**config.mk**
```make
export PLATFORM = sky130hd
export DESIGN_NAME = cdc_tx_arbiter
export DESIGN_NICKNAME = d
export VERILOG_FILES = /design/src/rtl/cdc_pkg.sv /design/src/rtl/dual_ff_sync.sv /design/src/rtl/cdc_tx_arbiter.sv
export SDC_FILE = /design/constraint.sdc
export NUM_CORES = 1
export LEC_CHECK = 0
export BUFFER_PORTS_ARGS = -buffer_cell sky130_fd_sc_hd__buf_2
export CORE_MARGIN = 4
export CORE_UTILIZATION = 50
export DETAILED_ROUTE_END_ITERATION = 12
export MAX_ROUTING_LAYER = met4
export PLACE_DENSITY = 0.83
export SYNTH_ARGS = -nofsm -noshare
export SYNTH_HDL_FRONTEND = slang
export SYNTH_SLANG_ARGS = --single-unit
```
**constraint.sdc**
```tcl
create_clock -name clk -period 3.66 [get_ports clk]
set_clock_uncertainty 0.15 [all_clocks]
set_input_delay 0.732 -clock clk [delete_from_list [all_inputs] [get_ports clk]]
set_output_delay 0.732 -clock clk [all_outputs]
set_load 0.01 [all_outputs]
```
**src/rtl/cdc_pkg.sv**
```systemverilog
// Shared types and the round-robin pick helper for the req/ack CDC transmit side.
package cdc_pkg;

    localparam int RR_MAX = 8;

    typedef enum logic {ARB_IDLE, ARB_WAIT} arb_state_t;

    typedef struct packed {
        logic       found;
        logic [2:0] idx;
    } rr_pick_t;

    // First set bit of valid[n-1:0] at or above ptr, wrapping at n. Requires ptr < n <= RR_MAX.
    function automatic rr_pick_t rr_pick(input logic [RR_MAX-1:0] valid,
                                         input logic [2:0]        ptr,
                                         input int                n);
        rr_pick_t r;
        int       k;
        r = '0;
        // Scan from the far end so the nearest candidate is the last one written.
        for (int i = RR_MAX - 1; i >= 0; i--) begin
            if (i < n) begin
                k = int'(ptr) + i;
                if (k >= n) begin
                    k = k - n;
                end
                if (valid[k[2:0]]) begin
                    r.found = 1'b1;
                    r.idx   = k[2:0];
                end
            end
        end
        return r;
    endfunction

endpackage

```
**src/rtl/dual_ff_sync.sv**
```systemverilog
// Two-flop synchroniser for slow or toggle-encoded signals crossing into clk.
module dual_ff_sync #(
    parameter int DATA_WIDTH = 1
) (
    input  logic                  clk,
    input  logic                  rst_n,
    input  logic [DATA_WIDTH-1:0] d,
    output logic [DATA_WIDTH-1:0] q
);

    logic [DATA_WIDTH-1:0] meta;

    always_ff @(posedge clk or negedge rst_n) begin
        if (!rst_n) begin
            meta <= '0;
            q    <= '0;
        end else begin
            meta <= d;
            q    <= meta;
        end
    end

endmodule

```
**src/rtl/cdc_tx_arbiter.sv**
```systemverilog
// Source-side controller for a toggle req/ack CDC channel shared round-robin by NUM_REQ producers.
// state    | meaning
// ARB_IDLE | channel free; grant the next valid requester, latch its word, toggle req
// ARB_WAIT | word held on xfer_data; waiting for synchronised ack to match req
module cdc_tx_arbiter
    import cdc_pkg::*;
#(
    parameter int NUM_REQ    = 4,
    parameter int DATA_WIDTH = 8,
    parameter int TIMEOUT    = 255
) (
    input  logic                          clk,
    input  logic                          rst,
    input  logic [NUM_REQ-1:0]            in_valid,
    input  logic [NUM_REQ*DATA_WIDTH-1:0] in_data,
    output logic [NUM_REQ-1:0]            in_ready,
    output logic [DATA_WIDTH-1:0]         xfer_data,
    output logic [$clog2(NUM_REQ)-1:0]    xfer_id,
    output logic                          xfer_req,
    input  logic                          xfer_ack,
    output logic                          busy,
    output logic                          timeout_err
);

    localparam int PW = $clog2(NUM_REQ);
    localparam int TW = $clog2(TIMEOUT + 1);
    localparam logic [TW-1:0] T_MAX  = TW'(TIMEOUT);
    localparam logic [TW-1:0] T_LAST = TW'(TIMEOUT - 1);
    localparam logic [PW-1:0] P_LAST = PW'(NUM_REQ - 1);

    arb_state_t    state, state_nxt;
    logic [PW-1:0] rr_ptr;
    logic [TW-1:0] timer;
    logic          ack_s;
    logic          ack_match;
    logic          grant;
    logic [PW-1:0] g;
    rr_pick_t      pick;

    dual_ff_sync #(.DATA_WIDTH(1)) u_ack_sync (
        .clk   (clk),
        .rst_n (~rst),
        .d     (xfer_ack),
        .q     (ack_s)
    );

    assign pick      = rr_pick(RR_MAX'(in_valid), 3'(rr_ptr), NUM_REQ);
    assign g         = PW'(pick.idx);
    assign ack_match = (ack_s == xfer_req);
    assign busy      = (state == ARB_WAIT);

    always_ff @(posedge clk or posedge rst) begin
        if (rst) begin
            state <= ARB_IDLE;
        end else begin
            state <= state_nxt;
        end
    end

    always_comb begin
        state_nxt = state;
        grant     = 1'b0;
        in_ready  = '0;
        case (state)
            ARB_IDLE: begin
                // Gated by rst so the accept strobe is also low while reset is held.
                if (pick.found && !rst) begin
                    grant       = 1'b1;
                    in_ready[g] = 1'b1;
                    state_nxt   = ARB_WAIT;
                end
            end
            ARB_WAIT: begin
                if (ack_match) begin
                    state_nxt = ARB_IDLE;
                end
            end
            default: state_nxt = ARB_IDLE;
        endcase
    end

    always_ff @(posedge clk or posedge rst) begin
        if (rst) begin
            xfer_data <= '0;
            xfer_id   <= '0;
            xfer_req  <= 1'b0;
            rr_ptr    <= '0;
        end else if (grant) begin
            xfer_data <= in_data[int'(g)*DATA_WIDTH +: DATA_WIDTH];
            xfer_id   <= g;
            xfer_req  <= ~xfer_req;
            rr_ptr    <= (g == P_LAST) ? '0 : g + 1'b1;
        end
    end

    // Timeout only flags; the transfer keeps waiting for the real ack.
    always_ff @(posedge clk or posedge rst) begin
        if (rst) begin
            timer       <= '0;
            timeout_err <= 1'b0;
        end else if (grant) begin
            timer <= '0;
        end else if (state == ARB_WAIT && !ack_match) begin
            if (timer != T_MAX) begin
                timer <= timer + 1'b1;
            end
            if (timer == T_LAST) begin
                timeout_err <= 1'b1;
            end
        end
    end

endmodule

```
==> flow_summary.json <==
{
  "status": "finished, final reports clean",
  "vias": 1302,
  "cp.buffers_inverters": 3,
  "async_flop_share_pct": 100,
  "synthCells": 136,
  "hold_path_end": "u_ack_sync.q$_DFF_PP0_",
  "r2r_end": "xfer_data[0]$_DFFE_PP0N_",
  "tightest_slew_ns": 0.914,
  "seq_area_sq_um": 628,
  "track_usage_pct": 18.1,
  "synth.yosys.seq_area_share_pct": 37.9,
  "hold_ws_ns": 0.224,
  "final_common_cell": "buf_2",
  "cap_violations": 0,
  "path_delay_family": "simple AND/OR/NAND/NOR gates",
  "final_nets": 246,
  "hold_buffers": 0,
  "cp.arrival_ns": 2.61,
  "fin_crit_sh_pct": 95.4,
  "cp_cell_sequence": "buf_4 > ha_1 > nand2b_1 > and3_1 > nor3_1 > a2bb2oi_2 > inv_2 > ha_1 > and2_1 > buf_2",
  "die_w_microns": 65.4,
  "path_class": "reg2out",
  "syn_nets": 184,
  "p_leak_uw": 0.00101,
  "syn_area_sq_mm": 0.00165,
  "min_from": "u_ack_sync.meta$_DFF_PP0_",
  "synth_largest_area_cell": "dfrtp_1",
  "vias_per_cell": 5.40,
  "grt_pass1_wl_mm": 5.94,
  "fillerInstances": 262,
  "min_path_cells": 0,
  "synth-compound-area-share_pct": 12.1,
  "netlist_top_cells_area": "dfrtp_1, mux4_2, mux2_4",
  "muxShareOfSynthArea_pct": 23.1,
  "cts.sinks": 25,
  "drv_slew": 0,
  "p_per_area_mw_per_mm2": 854,
  "cts_max_level": 1,
  "synth_warnings": 0,
  "tns_ns": 0,
  "avgSynthCellArea_sq_um": 12.1,
  "area_growth_pct": 24.1,
  "synth_ff_type": "dfrtp_1",
  "cpMostUsedCell": "ha_1",
  "synth_top_cell_area_share_pct": 37.9,
  "rsz0062_at_grt": "false",
  "synth_xor_area_share_pct": 4.78,
  "max_stage_delay_ns": 0.46,
  "cts-root-buf": "clkbuf_4",
  "grt_pass1_vias": 1378,
  "synth.distinct_cells": 39,
  "ir_worst_vdd_uv": 388,
  "grt_max_degree": 26,
  "routed_wl_mm": 3.68,
  "instances_no_fill": 241,
  "maxSlewHeadroom_pct": 39.0,
  "portBuffers": 55,
  "drt_iter0_drc": 91,
  "gp_congestion": 0.895,
  "cp_slowest_cell": "dfrtp_2",
  "cts_tree": "yes",
  "gr-total-overflow": 0,
  "reg2reg_from": "rr_ptr[0]$_DFFE_PP0N_",
  "crit_path_start_kind": "register",
  "synth_top_family_by_area": "multiplexers",
  "core_region_area_sq_mm": 0.00310,
  "hpwlAfterDp_mm": 2.97,
  "rows": 20,
  "layout_common_cells": "buf_2, dfrtp_1, nor2_1",
  "hold_path_class": "reg2reg",
  "period_needed_ns": 3.49,
  "hold_viol": 0,
  "drive_gt1_share_pct": 48.7,
  "ioPinCount": 56,
  "rrSetupSlack_ns": 0.51,
  "cts_buffers": 3,
  "cts.clk_slew.worst_paths_ns": 0.13,
  "clk_path_buf_depth": 2,
  "postRouteAntennaNets": 0,
  "die_h_microns": 65.4,
  "dieArea_sq_mm": 0.00428,
  "dp.cells": 234,
  "antenna_found_initial": 0,
  "synth_edf_count": 0,
  "synth-simple-area-share_pct": 11.5,
  "drc": 0,
  "synth-seq-cells": 25,
  "wl_per_cell_microns": 15.3,
  "reg2reg_depth": 10,
  "setup_viol": 0,
  "multi_input_area_sq_um": 982,
  "dr.pass1.iters": 4,
  "max_clock_freq_mhz": 286,
  "crit_fanout": 5,
  "clk_latency_ns": 0.31,
  "synth_adder_area_share_pct": 6.83,
  "cp-end-kind": "output port",
  "start_util_pct": 53.1,
  "critPathRequiredTime_ns": 2.78,
  "antennaDiodeCount": 0
}
## synth_stat cells, types with 2 or more instances
cell type	number
mux2i_1	4
a21oi_1	3
inv_2	2
nand2_1	9
mux4_2	8
xor2_1	7
and3_1	2
buf_6	2
ha_1	9
xnor2_1	2
a2bb2oi_2	2
nand4_1	3
nand3_1	2
inv_1	5
nor2_1	12
mux2_4	10
and2_1	4
dfrtp_1	25
o21ai_0	3
clkbuf_1	2
o311a_1	2
## layer usage
layer	share of wire (%)	global-route usage (%)	vias up	wire, microns
met5	0	-	-	0
met4	1.1	7.25	0	39
met3	2.4	2.39	4	90
met2	59	33.4	26	2180
met1	37	19.6	654	1370
li1	-	-	618	-
## timing repair
item / in CTS / in global routing
resized for setup: 1 / 2
cloned: 0 / 0
endpoints found under the setup margin: 4 / 4
buffers inserted: 0 / 3
pin swaps: 0 / 1
## per-stage QoR
stage,power [uW],cell area [sq um],worst slack (ns),util (%)
CTS,1730,2020,0.0530,65.1
detailed placement,1600,1990,0.292,64.2
global placement,1560,1990,0.412,64.2
floorplan,1330,1650,0.606,-
finish,1750,2050,0.168,66.0
global route,1880,2050,0.0327,66.0
## worst max-delay path by stage
| stage | start | depth (start not counted) | slack (ns) | end |
|---|---|---|---|---|
| after global placement | rr_ptr[0]$_DFFE_PP0N_ | 9 | 0.41 | in_ready[3] |
| after floorplan | in_valid[1] | 8 | 0.61 | in_ready[3] |
| final | rr_ptr[0]$_DFFE_PP0N_ | 10 | 0.17 | in_ready[3] |
| after CTS | rr_ptr[0]$_DFFE_PP0N_ | 10 | 0.05 | in_ready[3] |
| after global routing | rr_ptr[0]$_DFFE_PP0N_ | 10 | 0.03 | in_ready[3] |
| after detailed placement | rr_ptr[0]$_DFFE_PP0N_ | 10 | 0.29 | in_ready[3] |
## power by group
| part | internal [uW] | switching (uW) |
|---|---|---|
| Sequential | 376 | 88.7 |
| Clock | 40.8 | 79.0 |
| Combinational | 604 | 559 |
## registers in the layout, indices dropped and copies added (netlist names)
signal           flops
busy                 1
rr_ptr               2
timeout_err          1
timer                8
u_ack_sync.meta      1
u_ack_sync.q         1
xfer_data            8
xfer_id              2
xfer_req             1
## cells by family after synthesis
| family | after synthesis |
|---|---|
| AO/OA/AOI/OAI | 21 |
| XOR/XNOR | 9 |
| flip-flops | 25 |
| AND/OR/NAND/NOR | 37 |
| adder cells (fa/ha/maj) | 9 |
| buffers and inverters | 12 |
| multiplexers | 23 |
## area by class of cell
type,instances,area share (%)
inverters,7,1.28
multi-input cells,99,48.0
clock inverters,1,0.244
well taps,44,2.69
clock buffers,3,1.10
repair buffers,62,16.0
flip-flops and latches,25,30.7
Note: power is estimated with default switching activity, not from simulation.
